$ cat config.mk
export PLATFORM = sky130hd
export DESIGN_NAME = axi_burst_master
export DESIGN_NICKNAME = d
export VERILOG_FILES = /design/src/rtl/axi_burst_master.sv
export SDC_FILE = /design/constraint.sdc
export NUM_CORES = 1
export LEC_CHECK = 0
export CAP_MARGIN = 0
export CORE_MARGIN = 2
export CORE_UTILIZATION = 42
export DETAILED_ROUTE_END_ITERATION = 10
export HOLD_SLACK_MARGIN = 0.06
export PLACE_DENSITY = 0.87
export RECOVER_POWER = 25
export SLEW_MARGIN = 20
export SYNTH_ARGS = -nofsm -noshare
export SYNTH_HDL_FRONTEND = slang
export SYNTH_SLANG_ARGS = --single-unit
$ cat constraint.sdc
create_clock -name ACLK -period 2.61 [get_ports ACLK]
set_input_delay 0.3915 -clock ACLK [delete_from_list [all_inputs] [get_ports ACLK]]
set_output_delay 0.3915 -clock ACLK [all_outputs]
set_load 0.02 [all_outputs]
$ cat src/rtl/axi_burst_master.sv
// axi_burst_master
//   Single-outstanding AXI4 INCR burst initiator (1-bit ID, 32-bit data).
//   A local command (write/read, address, beats-1) becomes one burst.
//   Write beats come in on a valid/ready stream; read beats leave on one.
//   Completion is reported by a one-cycle `done` pulse with `done_resp`.
//   Optional feature macro: AXIM_ERR_STICKY_EN adds err_sticky/err_clr.
`timescale 1ns/1ps
module axi_burst_master #(
    parameter logic       AXI_ID    = 1'b0,
    parameter logic [2:0] BEAT_SIZE = 3'd2
) (
    input  logic        ACLK,
    input  logic        ARESETn,
    input  logic        cmd_valid,
    output logic        cmd_ready,
    input  logic        cmd_write,
    input  logic [31:0] cmd_addr,
    input  logic [7:0]  cmd_len,
    input  logic [31:0] wr_data,
    input  logic        wr_valid,
    output logic        wr_ready,
    output logic [31:0] rd_data,
    output logic        rd_valid,
    output logic        rd_last,
    input  logic        rd_ready,
    output logic        done,
    output logic [1:0]  done_resp,
`ifdef AXIM_ERR_STICKY_EN
    output logic        err_sticky,
    input  logic        err_clr,
`endif
    output logic        AWID,
    output logic [31:0] AWADDR,
    output logic [7:0]  AWLEN,
    output logic [2:0]  AWSIZE,
    output logic [1:0]  AWBURST,
    output logic        AWVALID,
    input  logic        AWREADY,
    output logic        WID,
    output logic [31:0] WDATA,
    output logic [3:0]  WSTRB,
    output logic        WLAST,
    output logic        WVALID,
    input  logic        WREADY,
    input  logic        BID,
    input  logic [1:0]  BRESP,
    input  logic        BVALID,
    output logic        BREADY,
    output logic        ARID,
    output logic [31:0] ARADDR,
    output logic [7:0]  ARLEN,
    output logic [2:0]  ARSIZE,
    output logic [1:0]  ARBURST,
    output logic        ARVALID,
    input  logic        ARREADY,
    input  logic        RID,
    input  logic [31:0] RDATA,
    input  logic [1:0]  RRESP,
    input  logic        RLAST,
    input  logic        RVALID,
    output logic        RREADY
);

    typedef enum logic [2:0] {
        S_IDLE = 3'd0,
        S_AW   = 3'd1,
        S_W    = 3'd2,
        S_B    = 3'd3,
        S_AR   = 3'd4,
        S_R    = 3'd5
    } state_t;

    state_t      state_r;
    state_t      state_next_s;

    logic [31:0] addr_r;
    logic [7:0]  len_r;
    logic        awvalid_r;
    logic        arvalid_r;
    logic [31:0] wdata_r;
    logic        wvalid_r;
    logic        wlast_r;
    logic [7:0]  w_idx_r;
    logic        w_all_r;
    logic [7:0]  r_cnt_r;
    logic [1:0]  r_resp_r;
    logic        done_r;
    logic [1:0]  done_resp_r;

    logic        cmd_hs_s;
    logic        aw_hs_s;
    logic        w_hs_s;
    logic        w_load_s;
    logic        b_hs_s;
    logic        ar_hs_s;
    logic        r_hs_s;
    logic        r_end_s;
    logic [1:0]  r_resp_next_s;
    logic        unused_s;

    // Worst-case combine of two AXI responses (DECERR > SLVERR > EXOKAY > OKAY)
    function automatic logic [1:0] resp_max(input logic [1:0] a, input logic [1:0] b);
        logic [1:0] m;
        if (a > b) begin
            m = a;
        end else begin
            m = b;
        end
        return m;
    endfunction

    assign cmd_ready = (state_r == S_IDLE);
    assign cmd_hs_s  = cmd_valid && cmd_ready;
    assign aw_hs_s   = awvalid_r && AWREADY;
    assign ar_hs_s   = arvalid_r && ARREADY;
    assign w_hs_s    = wvalid_r && WREADY;
    // The output register may refill in the same cycle its beat is taken.
    assign wr_ready  = (state_r == S_W) && !w_all_r && (!wvalid_r || WREADY);
    assign w_load_s  = wr_ready && wr_valid;
    assign BREADY    = (state_r == S_B);
    assign b_hs_s    = BVALID && BREADY;
    assign RREADY    = (state_r == S_R) ? rd_ready : 1'b0;
    assign r_hs_s    = RVALID && RREADY;
    assign r_end_s   = r_hs_s && RLAST;

    assign AWID    = AXI_ID;
    assign AWADDR  = addr_r;
    assign AWLEN   = len_r;
    assign AWSIZE  = BEAT_SIZE;
    assign AWBURST = 2'b01;
    assign AWVALID = awvalid_r;
    assign WID     = AXI_ID;
    assign WDATA   = wdata_r;
    assign WSTRB   = 4'hF;
    assign WLAST   = wlast_r;
    assign WVALID  = wvalid_r;
    assign ARID    = AXI_ID;
    assign ARADDR  = addr_r;
    assign ARLEN   = len_r;
    assign ARSIZE  = BEAT_SIZE;
    assign ARBURST = 2'b01;
    assign ARVALID = arvalid_r;

    assign rd_data   = RDATA;
    assign rd_last   = RLAST;
    assign rd_valid  = (state_r == S_R) && RVALID;
    assign done      = done_r;
    assign done_resp = done_resp_r;

    // Response IDs are not checked: only one burst is ever outstanding.
    assign unused_s = ^{BID, RID};

    // Read response merge: early RLAST is a protocol error, otherwise keep the worst
    always_comb begin
        r_resp_next_s = resp_max(r_resp_r, RRESP);
        if (RLAST && (r_cnt_r != len_r)) begin
            r_resp_next_s = 2'b10;
        end else begin
            r_resp_next_s = resp_max(r_resp_r, RRESP);
        end
    end

    // FSM state register
    always_ff @(posedge ACLK or negedge ARESETn) begin
        if (!ARESETn) begin
            state_r <= S_IDLE;
        end else begin
            state_r <= state_next_s;
        end
    end

    // FSM next-state logic
    always_comb begin
        state_next_s = state_r;
        case (state_r)
            S_IDLE: begin
                if (cmd_hs_s) begin
                    state_next_s = cmd_write ? S_AW : S_AR;
                end else begin
                    state_next_s = S_IDLE;
                end
            end
            S_AW: begin
                if (aw_hs_s) begin
                    state_next_s = S_W;
                end else begin
                    state_next_s = S_AW;
                end
            end
            S_W: begin
                if (w_hs_s && wlast_r) begin
                    state_next_s = S_B;
                end else begin
                    state_next_s = S_W;
                end
            end
            S_B: begin
                if (b_hs_s) begin
                    state_next_s = S_IDLE;
                end else begin
                    state_next_s = S_B;
                end
            end
            S_AR: begin
                if (ar_hs_s) begin
                    state_next_s = S_R;
                end else begin
                    state_next_s = S_AR;
                end
            end
            S_R: begin
                if (r_end_s) begin
                    state_next_s = S_IDLE;
                end else begin
                    state_next_s = S_R;
                end
            end
            default: begin
                state_next_s = S_IDLE;
            end
        endcase
    end

    // Command capture and address-channel VALIDs (held with stable payload until READY)
    always_ff @(posedge ACLK or negedge ARESETn) begin
        if (!ARESETn) begin
            addr_r    <= 32'h0000_0000;
            len_r     <= 8'h00;
            awvalid_r <= 1'b0;
            arvalid_r <= 1'b0;
        end else if (cmd_hs_s) begin
            addr_r    <= cmd_addr;
            len_r     <= cmd_len;
            awvalid_r <= cmd_write;
            arvalid_r <= !cmd_write;
        end else begin
            if (aw_hs_s) begin
                awvalid_r <= 1'b0;
            end
            if (ar_hs_s) begin
                arvalid_r <= 1'b0;
            end
        end
    end

    // One-entry W output register; w_all_r marks that the final beat has been loaded
    always_ff @(posedge ACLK or negedge ARESETn) begin
        if (!ARESETn) begin
            wdata_r  <= 32'h0000_0000;
            wvalid_r <= 1'b0;
            wlast_r  <= 1'b0;
            w_idx_r  <= 8'h00;
            w_all_r  <= 1'b0;
        end else if (cmd_hs_s) begin
            w_idx_r  <= 8'h00;
            w_all_r  <= 1'b0;
        end else if (w_load_s) begin
            wdata_r  <= wr_data;
            wvalid_r <= 1'b1;
            wlast_r  <= (w_idx_r == len_r);
            w_idx_r  <= w_idx_r + 8'd1;
            if (w_idx_r == len_r) begin
                w_all_r <= 1'b1;
            end
        end else if (w_hs_s) begin
            wvalid_r <= 1'b0;
            wlast_r  <= 1'b0;
        end
    end

    // Read beat counter and running worst response
    always_ff @(posedge ACLK or negedge ARESETn) begin
        if (!ARESETn) begin
            r_cnt_r  <= 8'h00;
            r_resp_r <= 2'b00;
        end else if (cmd_hs_s) begin
            r_cnt_r  <= 8'h00;
            r_resp_r <= 2'b00;
        end else if (r_hs_s) begin
            r_cnt_r  <= r_cnt_r + 8'd1;
            r_resp_r <= r_resp_next_s;
        end
    end

    // Completion pulse and its response, registered as the FSM returns to idle
    always_ff @(posedge ACLK or negedge ARESETn) begin
        if (!ARESETn) begin
            done_r      <= 1'b0;
            done_resp_r <= 2'b00;
        end else begin
            done_r <= b_hs_s || r_end_s;
            if (b_hs_s) begin
                done_resp_r <= BRESP;
            end else if (r_end_s) begin
                done_resp_r <= r_resp_next_s;
            end
        end
    end

`ifdef AXIM_ERR_STICKY_EN
    logic err_sticky_r;

    // Sticky error flag: set by any errored completion, err_clr has priority
    always_ff @(posedge ACLK or negedge ARESETn) begin
        if (!ARESETn) begin
            err_sticky_r <= 1'b0;
        end else if (err_clr) begin
            err_sticky_r <= 1'b0;
        end else if (done_r && (done_resp_r != 2'b00)) begin
            err_sticky_r <= 1'b1;
        end
    end

    assign err_sticky = err_sticky_r;
`endif

endmodule
==> flow_metrics.py <==
metrics = {
    "run_status": {
        "status": "finished clean",
    },
    "sta": {
        "fin_ws_ns": 0.195,
        "maxSlewHeadroom_pct": 22.5,
        "drv_slew": 0,
        "tightestPinTransition_ns": 1.16,
        "timing.fmax_mhz": 414,
        "rsz0062_at_grt": "false",
        "post-route-period-util_pct": 92.5,
        "setup_tns_ns": 0,
        "hold_viol": 0,
        "clock_skew_ns": 0.00651,
        "finalSetupViolations": 0,
        "min_period_ns": 2.41,
    },
    "critical_path": {
        "worstPathArrival_ns": 2.02,
        "crit_family": "buffers and inverters",
        "r2r-start": "state_r[1]",
        "crit_chain": "nor4b_4, and2_1, clkdlybuf4s50_1",
        "path_class": "register to output pin",
        "endpoint_kind": "output pin",
        "cp-start-kind": "register",
        "path_max_fanout": 13,
        "r2r_cells": 4,
        "cpMaxStageDelayCell": "clkdlybuf4s50_1",
        "regToRegEndpoint": "r_cnt_r[4]",
        "path_depth": 3,
        "path_buf_inv": 1,
        "slowest_delay_ns": 0.60,
        "r2r_setup_slack_ns": 0.60,
        "cp-endpoint": "wr_ready",
        "startpoint": "state_r[1]",
        "cp.required_ns": 2.22,
    },
    "synth": {
        "synthArstFlopShare_pct": 100,
        "yosys_warnings": 0,
        "synth_flop_cell": "dfrtp_1",
        "synth_cell_types": 43,
        "netlist_instances": 584,
        "synth_seq_area_share_pct": 48.9,
        "synth-edff-count": 0,
        "ys_ff_latch": 101,
        "postSynthAreaPerCell_sq_um": 8.85,
        "syn-cell-area_sq_um": 5170,
    },
    "global_route": {
        "grt_max_degree": 47,
        "grt_pass1_vias": 4044,
        "overflow": 0,
        "antenna_found_initial": 0,
        "track_usage_pct": 19.1,
        "grt_pass1_wl_mm": 19.8,
    },
    "power_and_ir_drop": {
        "pwr-share-clk_pct": 15.9,
        "p_sw_share_pct": 39.8,
        "cellLeakagePower_uw": 0.00338,
        "vdd_drop_max_mv": 0.459,
        "power_density_nw_per_um2": 1060,
        "p_int_uw": 4470,
        "power_switching_uw": 2950,
        "p_seq_share_pct": 34.5,
        "pwr-share-comb_pct": 49.5,
    },
    "cells_and_area": {
        "finalNonFillerCells": 867,
        "final_cell_mix": "nand2_1 (238), clkdlybuf4s50_1 (211), dfrtp_1 (101), conb_1 (17)",
        "final_layout_size_suffix_gt1_share_pct": 3.61,
        "area_delta_synth_final_pct": 35.7,
        "finalNetCount": 844,
        "final_common_cell": "nand2_1",
        "antennaDiodeCount": 0,
    },
    "cts": {
        "clock_latency_ns": 0.34,
        "cts-hold-fix-buffers": 0,
        "cts_made_buffers": 9,
        "cts_root_buf": "clkbuf_16",
        "cts_sinks": 101,
        "clk_pin_slew_worst_paths_ns": 0.07,
        "cts_max_level": 3,
        "cts_tree": "built",
        "clock_path_buffers": 2,
        "cts-resized-gates": 0,
        "cts_setup_buffers": 0,
    },
    "place": {
        "place_inst": 853,
        "routabilityCongestion": 0.775,
        "dp_hpwl_mm": 9.13,
        "port_buffers": 212,
        "post-place-ws_ns": 0.323,
    },
    "detailed_routing": {
        "ant_nets": 0,
        "drt-pass1-iter-count": 4,
        "drt-initial-drc-count": 195,
        "routed_wl_mm": 12.4,
        "route.detailed.wl_per_inst_microns": 14.3,
        "vias": 4166,
        "vias_per_cell": 4.81,
        "drc": 0,
    },
    "floorplanning": {
        "start_util_pct": 43.0,
        "die_w_microns": 115,
        "die-area_sq_um": 13200,
        "pin_count": 296,
        "fp.dieH_microns": 115,
        "core_sq_um": 12000,
        "rows": 40,
    },
    "hold_path": {
        "hp-class": "input pin to asynchronous set/reset pin",
    },
    "job": {
        "cap_violations": 0,
    },
}
-- layout make-up --
cell class	count	area (sq um)
Multi-Input combinational cell	376	1830
Sequential cell	101	2530
Clock buffer	12	236
Fill cell	1059	4990
Tap cell	147	184
Inverter	8	30.0
Timing Repair Buffer	221	2190
Clock inverter	2	12.5
-- power groups by stage --
stage          registers [uW]  clock network (uW)  logic, uW
2_1_floorplan            3040                   0       1790
5_1_grt                  2640                1300       3980
3_5_place_dp             2600                   0       3710
3_3_place_gp             2590                   0       3640
6_report                 2570                1180       3680
4_1_cts                  2580                1230       3720
-- metal layers --
layer  up-vias  global-route usage [%]  wire [microns]
met3        30                    5.80            1020
met4         0                    9.48             363
met2       174                    31.8            6050
met1      1942                    22.5            4950
met5         -                       0               0
li1       2020                       -               -
-- kinds of logic after synthesis --
kind of cell / synth area share [%]
adders and majority gates: 1.21
xor gates and xnor gates: 3.39
muxes: 1.19
other: 0.145
AOI/OAI and AO/OA: 4.14
DFF: 48.9
buffers and inverters: 16.8
and+or+nand+nor: 24.3
-- worst min-delay path by stage --
| stage | startpoint | end | slack [ns] | cells past startpoint |
|---|---|---|---|---|
| 2_1_floorplan | ARESETn | ARADDR[0] | 0.1 | 0 |
| 3_3_place_gp | ARESETn | done | 0.44 | 1 |
| 3_5_place_dp | ARESETn | ARADDR[27] | 0.44 | 1 |
| 4_1_cts | ARESETn | ARADDR[27] | 0.07 | 1 |
| 5_1_grt | ARESETn | ARADDR[27] | 0.36 | 1 |
| 6_report | ARESETn | r_resp_r[1] | 0.27 | 1 |
-- through the flow --
step / utilization, % / hold slack, ns / power [uW] / area [sq um]
after CTS: 58.6 / 0.0693 / 7530 / 7030
after detailed placement: 56.5 / 0.442 / 6310 / 6790
final: 58.4 / 0.274 / 7430 / 7020
after floorplan: - / 0.0959 / 4840 / 5230
after global routing: 58.4 / 0.364 / 7920 / 7020
after global placement: 56.5 / 0.439 / 6230 / 6790
-- synthesized netlist by cell type (2+ instances only) --
master	number	area (sq um)
nor3_1	2	10.0
a21oi_1	3	15.0
a31oi_1	3	18.8
o211ai_1	3	22.5
ha_1	5	62.6
nand3_1	11	55.1
nand4_1	8	50.1
nand3b_1	4	30.0
buf_4	92	691
inv_1	8	30.0
and3_1	3	18.8
dfrtp_1	101	2530
xor2_1	12	105
mux2i_1	5	50.1
o21ai_0	9	45.0
buf_6	7	78.8
a22oi_1	3	22.5
and4b_1	2	20.0
and2_1	5	31.3
nor4_1	2	12.5
nand2_1	238	893
clkbuf_1	5	18.8
nor2_1	12	45.0
xnor2_1	8	70.1
conb_1	2	7.51
and4_1	2	17.5
buf_2	10	50.1
o31ai_1	4	30.0
-- sequential cells by signal (all words and copies together), names as in the netlist --
name and flops:
AWVALID 1, r_resp_r 2, WVALID 1, ARADDR 32, ARLEN 8, WLAST 1
done 1, state_r 3, WDATA 32, ARVALID 1, w_idx_r 8, w_all_r 1
done_resp 2, r_cnt_r 8
(Power assumes the default switching activity.)
